## src/rtl/cv32e40px_rf_wb_arbiter.sv

```systemverilog
// Write-back arbiter for regfile ports A and B.
// Port A takes EX results. Port B takes the LSU load when one is valid; otherwise it
// takes the head of a small XIF result FIFO. Both ports are registered.
// Optional destination scoreboard: define CV32E40PX_RF_WB_SCOREBOARD_EN.
module cv32e40px_rf_wb_arbiter #(
  parameter int ADDR_WIDTH     = 6,
  parameter int DATA_WIDTH     = 32,
  parameter int XIF_FIFO_DEPTH = 4,
  parameter int NUM_REGS       = 64
) (
  input  logic                                clk,
  input  logic                                rst,
  input  logic                                ex_valid_i,
  output logic                                ex_ready_o,
  input  logic [ADDR_WIDTH-1:0]               ex_waddr_i,
  input  logic [DATA_WIDTH-1:0]               ex_wdata_i,
  input  logic                                lsu_valid_i,
  input  logic [ADDR_WIDTH-1:0]               lsu_waddr_i,
  input  logic [DATA_WIDTH-1:0]               lsu_wdata_i,
  input  logic                                xif_valid_i,
  output logic                                xif_ready_o,
  input  logic [ADDR_WIDTH-1:0]               xif_waddr_i,
  input  logic [DATA_WIDTH-1:0]               xif_wdata_i,
  input  logic                                rsv_valid_i,
  input  logic [ADDR_WIDTH-1:0]               rsv_addr_i,
  output logic [NUM_REGS-1:0]                 busy_o,
  output logic [$clog2(XIF_FIFO_DEPTH):0]     fifo_level_o,
  output logic                                we_a_o,
  output logic [ADDR_WIDTH-1:0]               waddr_a_o,
  output logic [DATA_WIDTH-1:0]               wdata_a_o,
  output logic                                we_b_o,
  output logic [ADDR_WIDTH-1:0]               waddr_b_o,
  output logic [DATA_WIDTH-1:0]               wdata_b_o
);

  localparam int PW = $clog2(XIF_FIFO_DEPTH);
  localparam int LW = PW + 1;

  logic [ADDR_WIDTH-1:0] r_fifo_addr [XIF_FIFO_DEPTH];
  logic [DATA_WIDTH-1:0] r_fifo_data [XIF_FIFO_DEPTH];
  logic [PW-1:0]         r_wptr, r_rptr;
  logic [LW-1:0]         r_count;

  logic                  r_we_a, r_we_b;
  logic [ADDR_WIDTH-1:0] r_waddr_a, r_waddr_b;
  logic [DATA_WIDTH-1:0] r_wdata_a, r_wdata_b;

  logic                  w_full, w_empty, w_push, w_pop;
  logic                  w_b_valid, w_ex_acc, w_a_we, w_b_we;
  logic [ADDR_WIDTH-1:0] w_b_addr;
  logic [DATA_WIDTH-1:0] w_b_data;

  // Ready comes from the registered count only, so a full FIFO refuses a push
  // even in a cycle where it is also draining.
  assign w_full      = (r_count == LW'(XIF_FIFO_DEPTH));
  assign w_empty     = (r_count == '0);
  assign xif_ready_o = !w_full;
  assign w_push      = xif_valid_i && !w_full;

  // An LSU load has priority on port B. The FIFO head stays in place until B is free.
  assign w_pop     = !lsu_valid_i && !w_empty;
  assign w_b_valid = lsu_valid_i || w_pop;
  assign w_b_addr  = lsu_valid_i ? lsu_waddr_i : r_fifo_addr[r_rptr];
  assign w_b_data  = lsu_valid_i ? lsu_wdata_i : r_fifo_data[r_rptr];

  // If EX targets the register that port B writes this cycle, EX stalls for one cycle.
  // The stall keeps the two writes to that register in order.
  assign ex_ready_o = !(ex_valid_i && w_b_valid && (ex_waddr_i == w_b_addr));
  assign w_ex_acc   = ex_valid_i && ex_ready_o;

  // A write to x0 completes its handshake but never raises a write enable.
  assign w_a_we = w_ex_acc  && (ex_waddr_i != '0);
  assign w_b_we = w_b_valid && (w_b_addr   != '0);

  // FIFO storage. It needs no reset because the pointers and count qualify every entry.
  always_ff @(posedge clk) begin
    if (w_push) begin
      r_fifo_addr[r_wptr] <= xif_waddr_i;
      r_fifo_data[r_wptr] <= xif_wdata_i;
    end
  end

  // FIFO pointers and occupancy. The pointers wrap naturally because DEPTH is a power of 2.
  always_ff @(posedge clk or posedge rst) begin
    if (rst) begin
      r_wptr  <= '0;
      r_rptr  <= '0;
      r_count <= '0;
    end else begin
      if (w_push) r_wptr <= r_wptr + 1'b1;
      if (w_pop)  r_rptr <= r_rptr + 1'b1;
      case ({w_push, w_pop})
        2'b10:   r_count <= r_count + 1'b1;
        2'b01:   r_count <= r_count - 1'b1;
        default: r_count <= r_count;
      endcase
    end
  end

  // Registered write ports. Address and data hold their last values while the port is idle.
  always_ff @(posedge clk or posedge rst) begin
    if (rst) begin
      r_we_a    <= 1'b0;
      r_waddr_a <= '0;
      r_wdata_a <= '0;
      r_we_b    <= 1'b0;
      r_waddr_b <= '0;
      r_wdata_b <= '0;
    end else begin
      r_we_a <= w_a_we;
      r_we_b <= w_b_we;
      if (w_a_we) begin
        r_waddr_a <= ex_waddr_i;
        r_wdata_a <= ex_wdata_i;
      end
      if (w_b_we) begin
        r_waddr_b <= w_b_addr;
        r_wdata_b <= w_b_data;
      end
    end
  end

  assign we_a_o       = r_we_a;
  assign waddr_a_o    = r_waddr_a;
  assign wdata_a_o    = r_wdata_a;
  assign we_b_o       = r_we_b;
  assign waddr_b_o    = r_waddr_b;
  assign wdata_b_o    = r_wdata_b;
  assign fifo_level_o = r_count;

`ifdef CV32E40PX_RF_WB_SCOREBOARD_EN
  logic [NUM_REGS-1:0] r_busy, w_set, w_clr;

  // A reservation sets its bit. A write that is decided this cycle clears its bit.
  // The clear lands on the same edge on which the write enable rises.
  always_comb begin
    w_set = '0;
    w_clr = '0;
    if (rsv_valid_i && (rsv_addr_i != '0)) w_set[rsv_addr_i] = 1'b1;
    if (w_a_we) w_clr[ex_waddr_i] = 1'b1;
    if (w_b_we) w_clr[w_b_addr]   = 1'b1;
  end

  // The busy bitmap. When a set and a clear hit the same bit, the set wins.
  always_ff @(posedge clk or posedge rst) begin
    if (rst) r_busy <= '0;
    else     r_busy <= (r_busy & ~w_clr) | w_set;
  end

  assign busy_o = r_busy;
`else
  logic w_unused_rsv;
  assign w_unused_rsv = rsv_valid_i ^ (^rsv_addr_i);
  assign busy_o       = '0;
`endif

endmodule

```

## config.mk

```make
export PLATFORM = sky130hd
export DESIGN_NAME = cv32e40px_rf_wb_arbiter
export DESIGN_NICKNAME = d
export VERILOG_FILES = /design/src/rtl/cv32e40px_rf_wb_arbiter.sv
export SDC_FILE = /design/constraint.sdc
export NUM_CORES = 1
export LEC_CHECK = 0
export CAP_MARGIN = 20
export CORE_ASPECT_RATIO = 1.25
export CORE_MARGIN = 10
export CORE_UTILIZATION = 31
export CTS_BUF_LIST = sky130_fd_sc_hd__clkbuf_8
export CTS_CLUSTER_SIZE = 20
export DETAILED_ROUTE_END_ITERATION = 16
export PLACE_DENSITY = 0.65
export SLEW_MARGIN = 5
export SYNTH_ARGS = -nofsm -noshare
export SYNTH_HDL_FRONTEND = slang
export SYNTH_SLANG_ARGS = --single-unit
```

## constraint.sdc

```tcl
create_clock -name clk -period 3.7 [get_ports clk]
set_clock_uncertainty 0.2 [all_clocks]
set_input_delay 1.11 -clock clk [delete_from_list [all_inputs] [get_ports clk]]
set_output_delay 1.11 -clock clk [all_outputs]
set_load 0.05 [all_outputs]
```

; ---- After elaboration in Yosys (flattened, before gate mapping)
; Memory sizes are Yosys's and may differ from the RTL's.
; Index checks and enable logic that the tools add are counted.
[word_totals]
reg_bits = 85
memories = 2
rom_bits = 0
output_inout_bits = 147
in_bits = 126
word_cells = 40
ramBits = 152
latchBits = 0
[classes]
div_mod_pow = 0
mul = 0
mux = 5
bitwise = 0
n_eq_ne = 4
n_reduce_logical = 16
magnitude_cmp = 0
n_addsub = 4
shifts = 0
[mem_list]
columns = memory, depth, word_bits, rd, rd_clocked_by_memory_dff, wr, line
row1 = r_fifo_data, 4, 32, 1, 0, 1, 40  ; logic [DATA_WIDTH-1:0] r_fifo_data [XIF_FIFO_DEPTH];
row2 = r_fifo_addr, 4, 6, 1, 0, 1, 39  ; logic [ADDR_WIDTH-1:0] r_fifo_addr [XIF_FIFO_DEPTH];
[ops]
columns = cell, n
row1 = $mux 32, 1
row2 = $reduce_bool 6->1, 2
row3 = $logic_and 1x1->1, 7
row4 = $eq 6x6->1, 1
row5 = $mux 6, 1
row6 = $pmux 3 s2, 1
row7 = $add 2x1->2 const B, 2
row8 = $logic_not 1->1, 4
row9 = $add 3x1->3 const B, 1
row10 = $eq 3x3->1 const B, 1
row11 = $logic_not 3->1, 1
row12 = $sub 3x1->3 const B, 1
row13 = $eq 2x1->1 const B, 1
row14 = $eq 2x2->1 const B, 1
row15 = $mux 1, 2
row16 = $reduce_bool 2->1, 1
row17 = $logic_or 1x1->1, 1

; ---- Longest topological paths before layout
[logic_depth]
word_depth = 9
ltp_mapped = 10
depth_no_buf = 10

; ---- Worst setup path after synthesis
; No wires, ideal clock.
[synth_path]
path_kind = input -> output
start = input port lsu_valid_i
end = output port ex_ready_o
stages = 6
slack_ns = -0.355
arrival_ns = 2.745
path_buffers = 2
required_ns = 2.390
path_cell_list = buf_2 buf_1 mux2i_1 xnor2_1 a211oi_2 nand3_1
[synth_via]
elab_chain_cells = 6
elab_cells_between_ends = 8
cone_classes = 1 x eq/ne / 1 x mux / 6 x reduce/logical
[synth_rtl]
columns = item, line
row1 = "start, declared", 17  ; input logic lsu_valid_i,
row2 = branches (longest 4 deep; another with $mux 6), --
row3 = $logic_and 1x1->1 (*), 68  ; assign ex_ready_o = !(ex_valid_i && w_b_valid && (ex_waddr_i == w_b_addr));
row4 = $logic_not 1->1 (*), 68
row5 = "end, declared", 14  ; output logic ex_ready_o,
; Every way passes the cells marked *.

; ---- Worst setup path after layout
[layout_path]
start = input port ex_valid_i
end = output port ex_ready_o
[layout_via]
elab_chain_cells = 3
[layout_rtl]
columns = item, line
row1 = "start, declared", 13  ; input logic ex_valid_i,
row2 = $logic_and 1x1->1 (2 in series), 68
row3 = $logic_not 1->1, 68
; Every way passes these cells.

==> results.py <==
metrics = {
    "outcome": {
        "outcome": "complete, but fails checks",
        "violated_checks": "negative setup slack",
    },
    "worst_setup_path": {
        "end_kind": "output pin",
        "cp-start-kind": "input port",
        "critical_path.max_fanout": 3,
        "critPathArrivalTime_ns": 2.60,
        "slowest_cell_on_the_critical_path": "clkdlybuf4s50_1",
        "timing.critical_path.slowest_cell_delay_ns": 0.52,
        "worst-endpoint-required_ns": 2.39,
        "critical_path.cell_chain": "clkdlybuf4s50_1, nand3_1, or2_4, a211oi_4, nand3_4, buf_8",
        "critical_path_class": "in -> out",
    },
    "synth": {
        "synthesized_netlist_cell_count": 585,
        "synth_top_flop_cell": "edfxtp_1",
        "async_reset_ff_share_pct": 35.9,
        "yosys.area_share.simple_pct": 3.03,
        "largest_family_of_logic_cells_by_synthesized_area": "multiplexers",
        "seq_area_frac_synth_pct": 68.4,
        "number_of_enable_type_register_cells_in_the_synthesized_netlist": 152,
        "netlist_top_cells_area": "edfxtp_1 (47%), dfrtp_1 (22%), mux4_2 (8.8%)",
        "area_share_of_xor_xnor_cells_in_the_synthesized_design_pct": 0.985,
        "yosys_register_bits": 237,
        "yosys_warnings": 0,
        "synth_cell_type_count": 39,
        "synth_largest_area_cell": "edfxtp_1",
        "synth.avg_cell_area_um2": 16.7,
        "synthesis.area_um2": 9780,
        "post_synth_mux_area_share_pct": 16.6,
        "yosys-top-cells-count": "edfxtp_1 (152), dfrtp_1 (85), buf_4 (64)",
        "complex_gate_fraction_of_the_synthesized_area_pct": 3.21,
        "yosys.area.top_type_share_pct": 46.7,
        "yosys.area_share.adder_pct": 0.845,
        "synth_most_common_cell": "edfxtp_1",
    },
    "clock_tree": {
        "cts_tree": "built",
        "cts-buffers-inserted": 41,
        "htreeDepth": 2,
        "ctsRootBufferMaster": "clkbuf_8",
        "worst_setup_hold_path_clk_slew_ns": 0.06,
        "clock_sinks": 237,
        "hold_buffers": 0,
        "clock_latency_of_the_later_clocked_register_in_the_worst_skew_pair_ns": 0.55,
        "clock_tree.buffer_depth": 3,
    },
    "placed_design": {
        "port_buffers": 201,
        "detailedPlacementHpwl_mm": 16.6,
        "postPlaceCellArea_um2": 12300,
        "dp.cells": 1196,
        "placer_s_final_routability_congestion_estimate": 0.756,
    },
    "sta": {
        "period_utilization_pct": 106,
        "timing.final.setup_violations": 1,
        "final.setup.worst_slack_ns": -0.213,
        "grt_setup_unrepaired": "yes",
        "max_fclk_mhz": 256,
        "timing.final.hold_violations": 0,
        "final.min_clock_period_ns": 3.91,
        "worst-slew-pin-transition_ns": 0.706,
        "final-max-slew-violation-count": 0,
        "slew_headroom_pct": 52.9,
    },
    "routing": {
        "route.vias.total": 5587,
        "postRouteAntennaNets": 0,
        "wl_mm": 23.9,
        "route.detailed.wl_per_inst_um": 18.8,
        "route.detailed.vias_per_inst": 4.39,
        "first_iter_violations": 224,
        "route.detailed.drc": 0,
        "drt-pass1-iter-count": 4,
    },
    "final_layout": {
        "area_delta_synth_final_pct": 34.8,
        "fillerInstances": 2862,
        "drive_gt1_share_pct": 21.5,
        "post-route-cell-area_um2": 13200,
        "fin_cells": 1274,
        "nNetsFinal": 965,
    },
    "grt": {
        "maximum_number_of_pins_on_one_net_before_global_route_repair": 66,
        "overflow": 0,
        "first_global_vias": 6017,
        "antenna_found_initial": 3,
        "grt_first_pass_wirelength_mm": 35.9,
        "grt_use_total_pct": 12.0,
    },
    "die": {
        "die_h_um": 219,
        "core-area_um2": 31100,
        "fp.dieArea_um2": 39100,
        "rows": 72,
        "die_width_um": 179,
        "initial_core_util_pct": 31.5,
        "floorplan.io_pins": 273,
    },
    "pwr": {
        "ir_worst_vdd_uv": 439,
        "pwrdens_nw_per_um2": 758,
        "power.leakage_nw": 4.98,
    },
    "min_path": {
        "min-delay-path-class": "reg -> reg",
    },
    "job": {
        "max_cap_viol_count": 0,
    },
}
==> cell families (layout without fill, tap and decap cells) <==
group	after synthesis	count (layout)
xor gates and xnor gates	11	11
other	1	65
adders and majority gates	6	6
buffers and inverters	104	322
muxes	109	109
DFF	237	237
and+or+nand+nor	64	64
AOI/OAI and AO/OA	53	53
==> flip-flops by register name, indices dropped and copies added (netlist names) <==
register      flops
fifo_level_o      3
r_fifo_addr      24
r_fifo_data     128
r_rptr            2
r_wptr            2
waddr_a_o         6
waddr_b_o         6
wdata_a_o        32
wdata_b_o        32
we_a_o            1
we_b_o            1
==> worst paths after layout <==
path	start	to	slack [ns]	cells past startpoint
min in group asynchronous	rst	wdata_b_o[2]	0.72	2
setup reg to reg	r_rptr[0]	wdata_a_o[11]	0.77	9
setup / recovery	ex_valid_i	ex_ready_o	-0.21	6
hold reg to reg	wdata_b_o[21]	wdata_b_o[21]	0.28	2
hold / removal	wdata_b_o[21]	wdata_b_o[21]	0.28	2
max in group asynchronous	rst	wdata_b_o[20]	1.96	3
==> routing by layer <==
layer,part of all wire (%),GRT usage (%),vias to the layer above
met2,48,20.5,241
li1,-,-,2563
met5,0.096,0,-
met3,11,4.66,49
met1,37,13.2,2730
met4,2.7,4.17,4
==> metrics by stage <==
stage | hold WS (ns) | TNS, ns | total power, mW | setup slack [ns] | utilization [%]
after floorplan | 0.380 | 0 | 6.33 | 0.00611 | -
after global placement | 0.259 | -0.357 | 7.61 | -0.357 | 39.4
after detailed placement | 0.269 | -0.357 | 7.66 | -0.357 | 39.4
after CTS | 0.282 | -0.218 | 10.2 | -0.218 | 42.4
after global routing | 0.315 | -0.292 | 10.6 | -0.292 | 42.4
final | 0.280 | -0.213 | 10.0 | -0.213 | 42.4
==> cells in the final DEF (no fill, tap or decap), types with 4 or more instances in the layout <==
master	Yosys	final
and2_1	7	7
and3_2	0	4
buf_12	0	5
buf_4	64	27
clkbuf_8	0	50
clkdlybuf4s50_1	0	196
clkinv_2	0	8
conb_1	1	64
dfrtp_1	85	83
edfxtp_1	152	152
ha_1	5	5
inv_1	14	26
mux2_2	31	31
mux2i_1	36	35
mux4_2	38	38
nand2_1	39	39
o21ai_0	34	34
o21ai_1	7	6
o2bb2ai_1	6	6
xnor2_1	8	7
==> area by class of cell <==
type                    count  area (um^2)  share of cell area [%]
inverters                  14         55.1                   0.418
clock buffers              50          688                    5.22
well taps                 407          509                    3.86
clock inverters            26          178                    1.35
flip-flops and latches    237         6700                    50.8
repair buffers            232         2310                    17.5
diodes                      1         2.50                  0.0190
multi-input cells         307         2740                    20.8
==> report_power, final <==
part | switching [mW] | total [mW] | internal (mW)
logic | 2.34 | 3.77 | 1.44
clock network | 1.08 | 2.46 | 1.38
registers | 0.260 | 3.77 | 3.51
total | 3.68 | 10.0 | 6.32
==> worst max-delay path, delay by kind of cell <==
family,cells,cell delay (ns)
compound gates,1,0.31
buf+inv,2,0.69
simple gates,3,0.48
==> what timing repair did <==
action	CTS	global route
resized for setup	11	1
pin swaps	4	0
setup endpoints to repair	1	2
buffers inserted	1	0
Power figures use the tool's default switching activity.
